==> src/rtl/noc_mmio_bridge.sv <==
// noc_mmio_bridge: MMIO register window between a picorv32 look-ahead bus and a
// Hoplite router port, with buffered TX/RX message FIFOs, LED register, coordinate
// readback and sticky error flags. Optional feature macro: NOC_MMIO_IRQ_EN adds the
// IRQ_EN register and a registered RX-non-empty interrupt.
module noc_mmio_bridge #(
    parameter int          COORD_BITS = 1,
    parameter int          X_COORD    = 0,
    parameter int          Y_COORD    = 0,
    parameter int          TX_DEPTH   = 4,
    parameter int          RX_DEPTH   = 4,
    parameter int          LED_COUNT  = 4,
    parameter logic [31:0] BASE_ADDR  = 32'h1000_0000
) (
    input  logic                  clk,
    input  logic                  reset_n,
    input  logic                  mem_la_read,
    input  logic                  mem_la_write,
    input  logic [31:0]           mem_la_addr,
    input  logic [31:0]           mem_la_wdata,
    output logic                  hit,
    output logic [31:0]           rdata,
    output logic [31:0]           tx_data,
    output logic [COORD_BITS-1:0] tx_x_dest,
    output logic [COORD_BITS-1:0] tx_y_dest,
    output logic                  tx_valid,
    input  logic                  tx_ready,
    input  logic [31:0]           rx_data,
    input  logic                  rx_valid,
    output logic                  rx_ready,
    output logic [LED_COUNT-1:0]  led,
    output logic                  irq
);
    localparam int TX_PW = $clog2(TX_DEPTH);
    localparam int TX_CW = TX_PW + 1;
    localparam int RX_PW = $clog2(RX_DEPTH);
    localparam int RX_CW = RX_PW + 1;
    localparam int TX_W  = 32 + 2 * COORD_BITS;
    localparam logic [TX_CW-1:0] TX_FULL = TX_CW'(TX_DEPTH);
    localparam logic [RX_CW-1:0] RX_FULL = RX_CW'(RX_DEPTH);
    localparam logic [COORD_BITS-1:0] MY_X = COORD_BITS'(X_COORD);
    localparam logic [COORD_BITS-1:0] MY_Y = COORD_BITS'(Y_COORD);

    localparam logic [2:0] REG_TX_X    = 3'd0;
    localparam logic [2:0] REG_TX_Y    = 3'd1;
    localparam logic [2:0] REG_TX_DATA = 3'd2;
    localparam logic [2:0] REG_RX_DATA = 3'd3;
    localparam logic [2:0] REG_STATUS  = 3'd4;
    localparam logic [2:0] REG_COORD   = 3'd5;
    localparam logic [2:0] REG_LED     = 3'd6;
    localparam logic [2:0] REG_IRQ_EN  = 3'd7;

    logic [COORD_BITS-1:0] tx_x_q, tx_x_d, tx_y_q, tx_y_d;
    logic [TX_W-1:0]       tx_mem_q [TX_DEPTH];
    logic [TX_W-1:0]       tx_mem_d [TX_DEPTH];
    logic [TX_PW-1:0]      tx_wptr_q, tx_wptr_d, tx_rptr_q, tx_rptr_d;
    logic [TX_CW-1:0]      tx_cnt_q, tx_cnt_d;
    logic [31:0]           rx_mem_q [RX_DEPTH];
    logic [31:0]           rx_mem_d [RX_DEPTH];
    logic [RX_PW-1:0]      rx_wptr_q, rx_wptr_d, rx_rptr_q, rx_rptr_d;
    logic [RX_CW-1:0]      rx_cnt_q, rx_cnt_d;
    logic                  tx_ovf_q, tx_ovf_d, rx_unf_q, rx_unf_d;
    logic [LED_COUNT-1:0]  led_q, led_d;
    logic [31:0]           rdata_q, rdata_d;
    logic                  irq_en_q, irq_en_d, irq_q, irq_d;

    logic [31:0] off_s;
    logic [2:0]  reg_s;
    logic        in_win_s, rd_s, wr_s, unused_s;
    logic        tx_full_s, tx_pop_s, tx_push_req_s, tx_push_s;
    logic        rx_empty_s, rx_pop_req_s, rx_pop_s, rx_push_s;
    logic [TX_W-1:0] tx_head_s;

    // Address decode: offset relative to the base makes the window check a single compare.
    always_comb begin
        off_s         = mem_la_addr - BASE_ADDR;
        in_win_s      = (off_s[31:5] == 27'd0);
        reg_s         = off_s[4:2];
        unused_s      = ^off_s[1:0];
        hit           = in_win_s && (mem_la_read || mem_la_write);
        rd_s          = mem_la_read && in_win_s;
        wr_s          = mem_la_write && in_win_s;
        tx_full_s     = (tx_cnt_q == TX_FULL);
        tx_valid      = (tx_cnt_q != {TX_CW{1'b0}});
        tx_pop_s      = tx_valid && tx_ready;
        tx_push_req_s = wr_s && (reg_s == REG_TX_DATA);
        // A full FIFO still accepts a push when the router drains the head this cycle.
        tx_push_s     = tx_push_req_s && (!tx_full_s || tx_pop_s);
        rx_empty_s    = (rx_cnt_q == {RX_CW{1'b0}});
        rx_ready      = (rx_cnt_q != RX_FULL);
        rx_push_s     = rx_valid && rx_ready;
        rx_pop_req_s  = rd_s && (reg_s == REG_RX_DATA);
        rx_pop_s      = rx_pop_req_s && !rx_empty_s;
        tx_head_s     = tx_mem_q[tx_rptr_q];
        tx_data       = tx_head_s[31:0];
        tx_y_dest     = tx_head_s[32 +: COORD_BITS];
        tx_x_dest     = tx_head_s[32 + COORD_BITS +: COORD_BITS];
        rdata         = rdata_q;
        led           = led_q;
        irq           = irq_q;
    end

    // Next-state for FIFOs, CPU registers, sticky flags and the read data register.
    always_comb begin
        tx_x_d    = tx_x_q;
        tx_y_d    = tx_y_q;
        tx_mem_d  = tx_mem_q;
        tx_wptr_d = tx_wptr_q;
        tx_rptr_d = tx_rptr_q;
        tx_cnt_d  = tx_cnt_q;
        rx_mem_d  = rx_mem_q;
        rx_wptr_d = rx_wptr_q;
        rx_rptr_d = rx_rptr_q;
        rx_cnt_d  = rx_cnt_q;
        tx_ovf_d  = tx_ovf_q;
        rx_unf_d  = rx_unf_q;
        led_d     = led_q;
        irq_en_d  = irq_en_q;
        rdata_d   = 32'd0;

        if (tx_push_s) begin
            tx_mem_d[tx_wptr_q] = {tx_x_q, tx_y_q, mem_la_wdata};
            tx_wptr_d           = tx_wptr_q + TX_PW'(1);
        end else begin
            tx_wptr_d = tx_wptr_q;
        end
        if (tx_pop_s) begin
            tx_rptr_d = tx_rptr_q + TX_PW'(1);
        end else begin
            tx_rptr_d = tx_rptr_q;
        end
        case ({tx_push_s, tx_pop_s})
            2'b10:   tx_cnt_d = tx_cnt_q + TX_CW'(1);
            2'b01:   tx_cnt_d = tx_cnt_q - TX_CW'(1);
            default: tx_cnt_d = tx_cnt_q;
        endcase

        if (rx_push_s) begin
            rx_mem_d[rx_wptr_q] = rx_data;
            rx_wptr_d           = rx_wptr_q + RX_PW'(1);
        end else begin
            rx_wptr_d = rx_wptr_q;
        end
        if (rx_pop_s) begin
            rx_rptr_d = rx_rptr_q + RX_PW'(1);
        end else begin
            rx_rptr_d = rx_rptr_q;
        end
        case ({rx_push_s, rx_pop_s})
            2'b10:   rx_cnt_d = rx_cnt_q + RX_CW'(1);
            2'b01:   rx_cnt_d = rx_cnt_q - RX_CW'(1);
            default: rx_cnt_d = rx_cnt_q;
        endcase

        // CPU writes; clears are applied before new error events so a fresh event wins.
        if (wr_s) begin
            case (reg_s)
                REG_TX_X:   tx_x_d = mem_la_wdata[COORD_BITS-1:0];
                REG_TX_Y:   tx_y_d = mem_la_wdata[COORD_BITS-1:0];
                REG_STATUS: begin
                    if (mem_la_wdata[2]) tx_ovf_d = 1'b0; else tx_ovf_d = tx_ovf_q;
                    if (mem_la_wdata[3]) rx_unf_d = 1'b0; else rx_unf_d = rx_unf_q;
                end
                REG_LED:    led_d = mem_la_wdata[LED_COUNT-1:0];
`ifdef NOC_MMIO_IRQ_EN
                REG_IRQ_EN: irq_en_d = mem_la_wdata[0];
`endif
                default:    led_d = led_q;
            endcase
        end else begin
            led_d = led_q;
        end
        if (tx_push_req_s && !tx_push_s) tx_ovf_d = 1'b1; else tx_ovf_d = tx_ovf_d;
        if (rx_pop_req_s && rx_empty_s)  rx_unf_d = 1'b1; else rx_unf_d = rx_unf_d;

        if (rd_s) begin
            case (reg_s)
                REG_TX_X:    rdata_d[COORD_BITS-1:0] = tx_x_q;
                REG_TX_Y:    rdata_d[COORD_BITS-1:0] = tx_y_q;
                REG_RX_DATA: rdata_d = rx_empty_s ? 32'd0 : rx_mem_q[rx_rptr_q];
                REG_STATUS: begin
                    rdata_d[0]          = !rx_empty_s;
                    rdata_d[1]          = tx_full_s;
                    rdata_d[2]          = tx_ovf_q;
                    rdata_d[3]          = rx_unf_q;
                    rdata_d[8 +: RX_CW]  = rx_cnt_q;
                    rdata_d[16 +: TX_CW] = tx_cnt_q;
                end
                REG_COORD: begin
                    rdata_d[COORD_BITS-1:0]     = MY_X;
                    rdata_d[16 +: COORD_BITS]   = MY_Y;
                end
                REG_LED:     rdata_d[LED_COUNT-1:0] = led_q;
                REG_IRQ_EN:  rdata_d[0] = irq_en_q;
                default:     rdata_d = 32'd0;
            endcase
        end else begin
            rdata_d = 32'd0;
        end

        // Interrupt lags the RX state by one cycle; tied low without the feature.
        irq_d = irq_en_q && !rx_empty_s && !unused_s ? 1'b1 : (irq_en_q && !rx_empty_s);
    end

    // State register with synchronous active-low reset; reset drops all buffered messages.
    always_ff @(posedge clk) begin
        if (!reset_n) begin
            tx_x_q    <= '0;
            tx_y_q    <= '0;
            tx_wptr_q <= '0;
            tx_rptr_q <= '0;
            tx_cnt_q  <= '0;
            rx_wptr_q <= '0;
            rx_rptr_q <= '0;
            rx_cnt_q  <= '0;
            tx_ovf_q  <= 1'b0;
            rx_unf_q  <= 1'b0;
            led_q     <= '0;
            rdata_q   <= 32'd0;
            irq_en_q  <= 1'b0;
            irq_q     <= 1'b0;
            for (int i = 0; i < TX_DEPTH; i++) tx_mem_q[i] <= '0;
            for (int i = 0; i < RX_DEPTH; i++) rx_mem_q[i] <= 32'd0;
        end else begin
            tx_x_q    <= tx_x_d;
            tx_y_q    <= tx_y_d;
            tx_mem_q  <= tx_mem_d;
            tx_wptr_q <= tx_wptr_d;
            tx_rptr_q <= tx_rptr_d;
            tx_cnt_q  <= tx_cnt_d;
            rx_mem_q  <= rx_mem_d;
            rx_wptr_q <= rx_wptr_d;
            rx_rptr_q <= rx_rptr_d;
            rx_cnt_q  <= rx_cnt_d;
            tx_ovf_q  <= tx_ovf_d;
            rx_unf_q  <= rx_unf_d;
            led_q     <= led_d;
            rdata_q   <= rdata_d;
`ifdef NOC_MMIO_IRQ_EN
            irq_en_q  <= irq_en_d;
            irq_q     <= irq_d;
`else
            irq_en_q  <= 1'b0;
            irq_q     <= 1'b0;
`endif
        end
    end
endmodule

==> config.mk <==
export PLATFORM = sky130hd
export DESIGN_NAME = noc_mmio_bridge
export DESIGN_NICKNAME = d
export VERILOG_FILES = /design/src/rtl/noc_mmio_bridge.sv
export SDC_FILE = /design/constraint.sdc
export NUM_CORES = 1
export LEC_CHECK = 0
export ABC_AREA = 1
export CORE_UTILIZATION = 56
export CTS_CLUSTER_DIAMETER = 60
export CTS_CLUSTER_SIZE = 10
export DETAILED_ROUTE_END_ITERATION = 7
export PLACE_DENSITY = 0.8
export SLEW_MARGIN = 15
export SYNTH_ARGS = -nofsm -noshare
export SYNTH_HDL_FRONTEND = slang
export SYNTH_SLANG_ARGS = --single-unit
==> constraint.sdc <==
create_clock -name clk -period 2.9 [get_ports clk]
set_input_delay 0.29 -clock clk [delete_from_list [all_inputs] [get_ports clk]]
set_output_delay 0.29 -clock clk [all_outputs]
set_load 0.02 [all_outputs]
==> results.md, run 1 <==
| Result | Reported | Unit |
|:---|:---|:---|
| Via count of the routed design | 13610 | - |
| Share of Yosys cell area claimed by the top area cell type | 45.03 | % |
| Startpoint-to-endpoint class of the critical path | register to output pin | - |
| Cell variety after synth | 33 | - |
| Min-Delay Path Class | input pin to register | - |
| Cell count after placement | 2391 | - |
| Number of hold buffers added after CTS | 0 | - |
| Crit. path cell count | 5 | - |
| Cell count of the worst reg-to-reg path | 12 | - |
| # setup viols final | 0 | - |
| Ranking of synthesized cells by instance count | 406 x sky130_fd_sc_hd__nor2_1, 318 x sky130_fd_sc_hd__dfxtp_1, 279 x sky130_fd_sc_hd__nand2_1 | - |
| Layout area overhead | 20.05 | % |
| Leak | 6.339 | nW |
| Hold WS | 0.2434 | ns |
| TritonCTS clock tree | built | - |
| Clock network fraction of design power | 43.8 | % |
| TritonCTS buffer count | 37 | - |
| Vias in the first global route | 12800 | - |
| Seq/Total Area, Yosys | 45.03 | % |
| Number of warnings reported in the yosys synthesis log | 0 | - |
| Total track usage | 29.04 | % |
| Final hold viol count | 0 | - |
| CORE AREA | 24530 | µm² |
| Final critical-path setup slack | 0.1769 | ns |
| Critical Path Max Stage Delay | 0.55 | ns |
| Maximum number of pins on one net before global-route repair | 211 | - |
| Largest fanout on the critical path | 30 | - |
| Wire length of the first global-routing pass | 62020 | µm |
| P_sw | 2.084 | mW |
| Run status | finished, final reports clean | - |
| Kind of capture point of the worst setup path | output pin | - |
| Effective utilization at floorplan | 57.62 | % |
| FF+latch area | 6372 | µm² |
| Highest attainable clock frequency | 367.2 | MHz |
| Clock tree root buffer cell | sky130_fd_sc_hd__clkbuf_16 | - |
| 1st-iter DRT viols | 1392 | - |
| Required @ worst endpoint | 2.61 | ns |
| DRC violation count after routing | 0 | - |
| Top-Level Pins | 176 | - |
| Buffers inserted by post-CTS timing repair | 0 | - |
| Post-synth net total | 2121 | - |
| Die Outline Area | 25880 | µm² |
| Cell with the biggest individual delay on the critical path | sky130_fd_sc_hd__clkdlybuf4s50_1 | - |
| Headroom to the max-slew limit | 39.55 | % |
| Cell area after layout | 16970 | µm² |
| Deepest clock path buffer count | 3 | - |
| Synthesized area divided by synthesized cell count | 7.051 | µm² |
| FF+latch count, synth | 318 | - |
| Initial antenna violation count | 2 | - |
| Non-filler cells in the finished layout | 2435 | - |
| Unrepaired setup endpoints after global routing | false | - |
| Final total power | 9.185 | mW |
| Most numerous cell in the Yosys netlist | sky130_fd_sc_hd__nor2_1 | - |
| Fraction of layout cells with a size suffix above 1 | 5.071 | % |
| Number of iterations in the first detailed-routing pass | 5 | - |
| Actual transition at the worst max-transition pin | 0.9068 | ns |
| Main synth FF type | sky130_fd_sc_hd__dfxtp_1 | - |
| Global placement routability congestion | 0.8544 | - |
| Floorplan die width | 160.9 | µm |
| Top post-synthesis cells by area | sky130_fd_sc_hd__dfxtp_1 45%, sky130_fd_sc_hd__nor2_1 11%, sky130_fd_sc_hd__nand3_1 7.6% | - |
| Final net count | 2222 | - |
| Worst skew pair latency | 0.52 | ns |
| P per Cell Area | 541.2 | nW/µm² |
| Fin Setup TNS | 0 | ns |
| Filler instances | 2034 | - |
| Cell Chain, Critical Path | clkinv_2, buf_12, o21ai_0, o22ai_1, clkdlybuf4s50_1 | - |
| Worst hold path cell count | 3 | - |
| Cell type with the largest total area after synthesis | sky130_fd_sc_hd__dfxtp_1 | - |
| Critical path data arrival time | 2.43 | ns |
| Top Family by Delay on Critical Path | buffers and inverters | - |
| Placed standard-cell area | 15970 | µm² |
| Number of sinks driven by the clock tree | 318 | - |
| Crit path launch type | register | - |
| Final number of max-transition violations | 0 | - |
| Int Power | 7.100 | mW |
| Max capacitance violation total | 0 | - |
| Min Tclk post-route | 2.723 | ns |
| Pre-CTS setup slack | 0.06130 | ns |
| Final core utilization | 69.18 | % |
| Routed vias/inst | 5.589 | - |
| Placed wire-length estimate after detailed placement | 22390 | µm |
| Total wirelength of the detailed-routed design | 38050 | µm |
| WL per Instance | 15.63 | µm |
| Maximum VDD drop | 0.5293 | mV |
| Worst Path Buf+Inv | 3 | - |
| Fraction of registers with async set/reset | 0 | % |
| H-tree depth | 2 | - |
| Share of the cycle needed by the critical path after routing | 93.90 | % |
| Clock slew at reported path FFs | 0.05 | ns |
| Total standard cell area after synthesis | 14140 | µm² |
| Proportion of total power due to net switching | 22.69 | % |
| Number of port buffers | 172 | - |
| Final Skew | 0.01775 | ns |
| Proportion of power drawn by combinational gates | 7.2 | % |
| Die extent in y | 160.9 | µm |
| Post-route antenna net violation count | 0 | - |
| Part of the power in registers | 49.0 | % |
| Area used by multi-input combinational logic | 6482 | µm² |
| Row Count | 57 | - |
| Grt total ovfl | 0 | - |
| Cells after synthesis | 2005 | - |
| Number of flops mapped to enable cells by yosys | 0 | - |
[cell usage in the layout (no fill, tap or decap), drive strengths merged, types with 2 or more instances in the layout]
master / Yosys / routed
a21oi: 199 / 199
a221oi: 2 / 2
a22oi: 6 / 6
buf: 81 / 45
clkbuf: 73 / 42
clkdlybuf4s50: 0 / 171
clkinv: 1 / 2
dfxtp: 318 / 318
fa: 2 / 2
ha: 12 / 12
inv: 131 / 131
nand2: 281 / 281
nand3: 217 / 217
nand4: 4 / 4
nor2: 414 / 414
nor3: 9 / 9
o211ai: 24 / 24
o21ai: 193 / 193
o22ai: 34 / 34
[logic make-up after synthesis]
logic type | synth area share, %
AND/OR/NAND/NOR | 27.35
AO/OA/AOI/OAI | 17.10
flip-flops | 45.03
buffers and inverters | 9.151
adder cells (fa/ha/maj) | 1.345
other | 0.02653
[flip-flops by register name, summed over array words and instances (netlist names), 3 cells and up]
signal	count
rx_cnt_q	3
led	4
tx_mem_q	136
rdata	32
rx_mem_q	128
tx_cnt_q	3
[metal layers]
layer / global-route usage (%) / share of wire (%)
met4: 13.08 / 3.1
met1: 35.38 / 41
met5: 0 / 0
met3: 4.520 / 6.8
met2: 50.33 / 49
[tightest hold or removal path, stage by stage]
cell and delay, ns:
sky130_fd_sc_hd__buf_6 0.08, sky130_fd_sc_hd__inv_2 0.19, sky130_fd_sc_hd__nor2_1 0.15
[power groups by stage]
stage	sequential, mW	clock (mW)	combinational, mW
final	4.50	4.03	0.660
after global routing	4.51	4.28	0.730
after CTS	4.50	4.09	0.654
after detailed placement	4.59	0	0.650
after global placement	4.59	0	0.633
after floorplan	4.58	0	0.372
[final timing paths]
| kind | slack, ns | to | from |
|---|---|---|---|
| setup / recovery | 0.18 | tx_data[22] | tx_rptr_q[0] |
| hold / removal | 0.24 | rx_cnt_q[1] | reset_n |
| setup reg to reg | 0.70 | tx_cnt_q[2] | tx_cnt_q[0] |
| hold reg to reg | 0.45 | rx_mem_q[30] | rx_mem_q[30] |
[cell type report]
class / count / share of cell area, %
clock buffers: 42 / 5.817
diodes: 1 / 0.01474
flip-flops and latches: 318 / 37.55
repair buffers: 216 / 13.06
well taps: 324 / 2.389
clock inverters: 1 / 0.05161
inverters: 132 / 2.927
multi-input cells: 1401 / 38.20
[repair_timing]
action / in CTS / in global routing
setup endpoints to repair: 0 / 1
resized for setup: 0 / 1
hold endpoints to repair: 0 / 0
No activity file was read; power rests on OpenSTA's default activity.
==> run 2, diff against run 1 <==
- CTS_CLUSTER_DIAMETER: 60 -> 50
==> run 2 against run 1 <==
Clock-buffer cell count increased by 4. Sequential power is essentially flat. Clock skew up 0.0017 ns. Worst setup slack lost 0.047 ns.
==> results.md, run 2 (synthesis gave the netlist of run 1 again) <==
| Result | Reported | Unit | Delta |
|:---|:---|:---|:---|
| Min Tclk post-route | 2.770 | ns | +0.04674 ns |
| Biggest register | tx_mem_q | - |  |
| Clock slew at reported path FFs | 0.05 | ns | about the same |
| Total wirelength of the detailed-routed design | 38230 | µm | +0.47% |
| Deepest clock path buffer count | 3 | - | unchanged |
| Max capacitance violation total | 0 | - | unchanged |
| Leak | 6.396 | nW | +0.90% |
| # setup viols final | 0 | - | unchanged |
| Critical path data arrival time | 2.48 | ns | +0.05 ns |
| Origin of the worst min-delay path | reset_n | - |  |
| Cell count after placement | 2391 | - | unchanged |
| Placed wire-length estimate after detailed placement | 22390 | µm | unchanged |
| Row Count | 57 | - | unchanged |
| P per Cell Area | 556.7 | nW/µm² | +2.9% |
| Worst Path Buf+Inv | 3 | - | unchanged |
| Crit path launch type | register | - |  |
| Clock tree root buffer cell | sky130_fd_sc_hd__clkbuf_16 | - |  |
| Grt total ovfl | 0 | - | unchanged |
| Post-route antenna net violation count | 0 | - | unchanged |
| Final total power | 9.515 | mW | +3.6% |
| Wire length of the first global-routing pass | 61980 | µm | about the same |
| Number of hold buffers added after CTS | 0 | - | unchanged |
| Final critical-path setup slack | 0.1302 | ns | -0.04674 ns |
| Cell count of the worst reg-to-reg path | 12 | - | unchanged |
| Actual transition at the worst max-transition pin | 0.9743 | ns | +0.06753 ns |
| Via count of the routed design | 13630 | - | +0.17% |
| H-tree depth | 2 | - | unchanged |
| Startpoint of the lowest-slack register-to-register path | tx_cnt_q[0] | - |  |
| Number of port buffers | 172 | - | unchanged |
| Effective utilization at floorplan | 57.62 | % | unchanged |
| Required @ worst endpoint | 2.61 | ns | about the same |
| Layout area overhead | 20.90 | % |  |
| Run status | finished, final reports clean | - |  |
| Hold WS | 0.2264 | ns | -0.01693 ns |
| Initial antenna violation count | 2 | - | unchanged |
| Worst hold endpoint | rx_cnt_q[1] | - |  |
| Top Family by Delay on Critical Path | buffers and inverters | - |  |
| Number of iterations in the first detailed-routing pass | 5 | - | unchanged |
| Headroom to the max-slew limit | 35.04 | % | -4.5 points |
| Reg-to-reg endpoint | tx_cnt_q[2] | - |  |
| Unrepaired setup endpoints after global routing | false | - |  |
| Maximum number of pins on one net before global-route repair | 211 | - | unchanged |
| Final number of max-transition violations | 0 | - | unchanged |
| Startpoint-to-endpoint class of the critical path | register to output pin | - |  |
| Slack of the worst reg-to-reg path | 0.67 | ns | -0.03 ns |
| TritonCTS buffer count | 39 | - | +5.4% |
| Largest fanout on the critical path | 30 | - | unchanged |
| Routed vias/inst | 5.577 | - | -0.20% |
| Critical Path Max Stage Delay | 0.54 | ns | about the same |
| Kind of capture point of the worst setup path | output pin | - |  |
| 1st-iter DRT viols | 1269 | - | -8.8% |
| Die extent in y | 160.9 | µm | unchanged |
| Cell Chain, Critical Path | clkinv_2, buf_4, o21ai_0, o22ai_1, clkdlybuf4s50_1 | - |  |
| Highest attainable clock frequency | 361.0 | MHz | -1.7% |
| Global placement routability congestion | 0.8544 | - | unchanged |
| Die Outline Area | 25880 | µm² | unchanged |
| Non-filler cells in the finished layout | 2444 | - | +0.37% |
| Leading cell type in the layout, fill and taps excluded | sky130_fd_sc_hd__nor2_1 | - |  |
| CORE AREA | 24530 | µm² | unchanged |
| Top-Level Pins | 176 | - | unchanged |
| Floorplan die width | 160.9 | µm | unchanged |
| Fin Setup TNS | 0 | ns | unchanged |
| Max reg flops | 136 | - | unchanged |
| WL per Instance | 15.64 | µm | +0.10% |
| Cell with the biggest individual delay on the critical path | sky130_fd_sc_hd__clkdlybuf4s50_1 | - |  |
| Final net count | 2224 | - | +0.090% |
| TritonCTS clock tree | built | - |  |
| Total track usage | 29.08 | % | +0.047 points |
| Final Skew | 0.01945 | ns | +0.001699 ns |
| Worst skew pair latency | 0.53 | ns | about the same |
| Number of sinks driven by the clock tree | 318 | - | unchanged |
| Maximum VDD drop | 0.5849 | mV | +11% |
| DRC violation count after routing | 0 | - | unchanged |
| Pre-CTS setup slack | 0.06130 | ns | unchanged |
| Min-Delay Path Class | input pin to register | - |  |
| Vias in the first global route | 12890 | - | +0.72% |
| Share of the cycle needed by the critical path after routing | 95.51 | % | +1.6 points |
| Fraction of layout cells with a size suffix above 1 | 5.427 | % | +0.36 points |
| Final hold viol count | 0 | - | unchanged |
| Most frequent cells in the layout | 406 x sky130_fd_sc_hd__nor2_1, 315 x sky130_fd_sc_hd__dfxtp_1, 279 x sky130_fd_sc_hd__nand2_1, 216 x sky130_fd_sc_hd__nand3_1, 199 x sky130_fd_sc_hd__a21oi_1 | - |  |
| Worst hold path cell count | 3 | - | unchanged |
-- run 2: cell count changes in the layout (fill, tap and decap cells not counted), sizes merged --
cell	delta
clkbuf	+4
clkinv	+3
bufinv	+1
clkinvlp	+1
-- run 2: worst min-delay path, delay by kind of cell --
kind,cells,cell delay [ns]
buffers and inverters,2,0.27
and+or+nand+nor,1,0.15
-- run 2: stage by stage --
step / util [%] / cell area, µm²
floorplan: - / 14140
global placement: 65.10 / 15970
detailed placement: 65.10 / 15970
CTS: 69.65 / 17090
global route: 69.66 / 17090
finish: 69.67 / 17090
-- run 2: layer usage --
layer / up-vias / global-route usage (%) / share of wire [%]
met4: 2 / 12.65 / 3.1
met1: 6318 / 35.09 / 41
met3: 99 / 4.752 / 6.4
met5: - / 0 / 0.042
li1: 6750 / - / -
met2: 462 / 50.86 / 49
-- run 2: worst max-delay path by stage --
stage	start	endpoint	slack, ns	cells past startpoint
after floorplan	mem_la_addr[29]	rx_cnt_q[2]	0.64	15
after global placement	mem_la_addr[28]	rx_cnt_q[2]	0.09	17
after detailed placement	mem_la_addr[28]	rx_cnt_q[2]	0.06	17
after CTS	tx_rptr_q[0]	tx_data[8]	0.05	5
after global routing	tx_rptr_q[0]	tx_data[15]	0.01	5
final	tx_rptr_q[0]	tx_data[15]	0.13	5
-- run 2: cell type report --
cell class | instances | area [µm²]
Antenna cell | 1 | 2.502
Sequential cell | 318 | 6372
Clock buffer | 46 | 1044
Timing Repair Buffer | 216 | 2216
Multi-Input combinational cell | 1401 | 6482
Clock inverter | 6 | 72.57
Fill cell | 2009 | 7442
Inverter | 132 | 496.7
Tap cell | 324 | 405.4
-- run 2: power by group --
part	total [mW]	internal (mW)	leakage (nW)	switching [mW]
registers	4.50	4.46	2.57	0.0357
clock network	4.35	2.61	0.546	1.75
logic	0.661	0.266	3.28	0.395
total	9.51	7.34	6.40	2.18
-- run 2: repair_timing --
action / CTS / global route
setup endpoints to repair: 0 / 3
gates resized for setup: 0 / 1
endpoints found under the hold margin: 0 / 0
setup buffers: 0 / 0
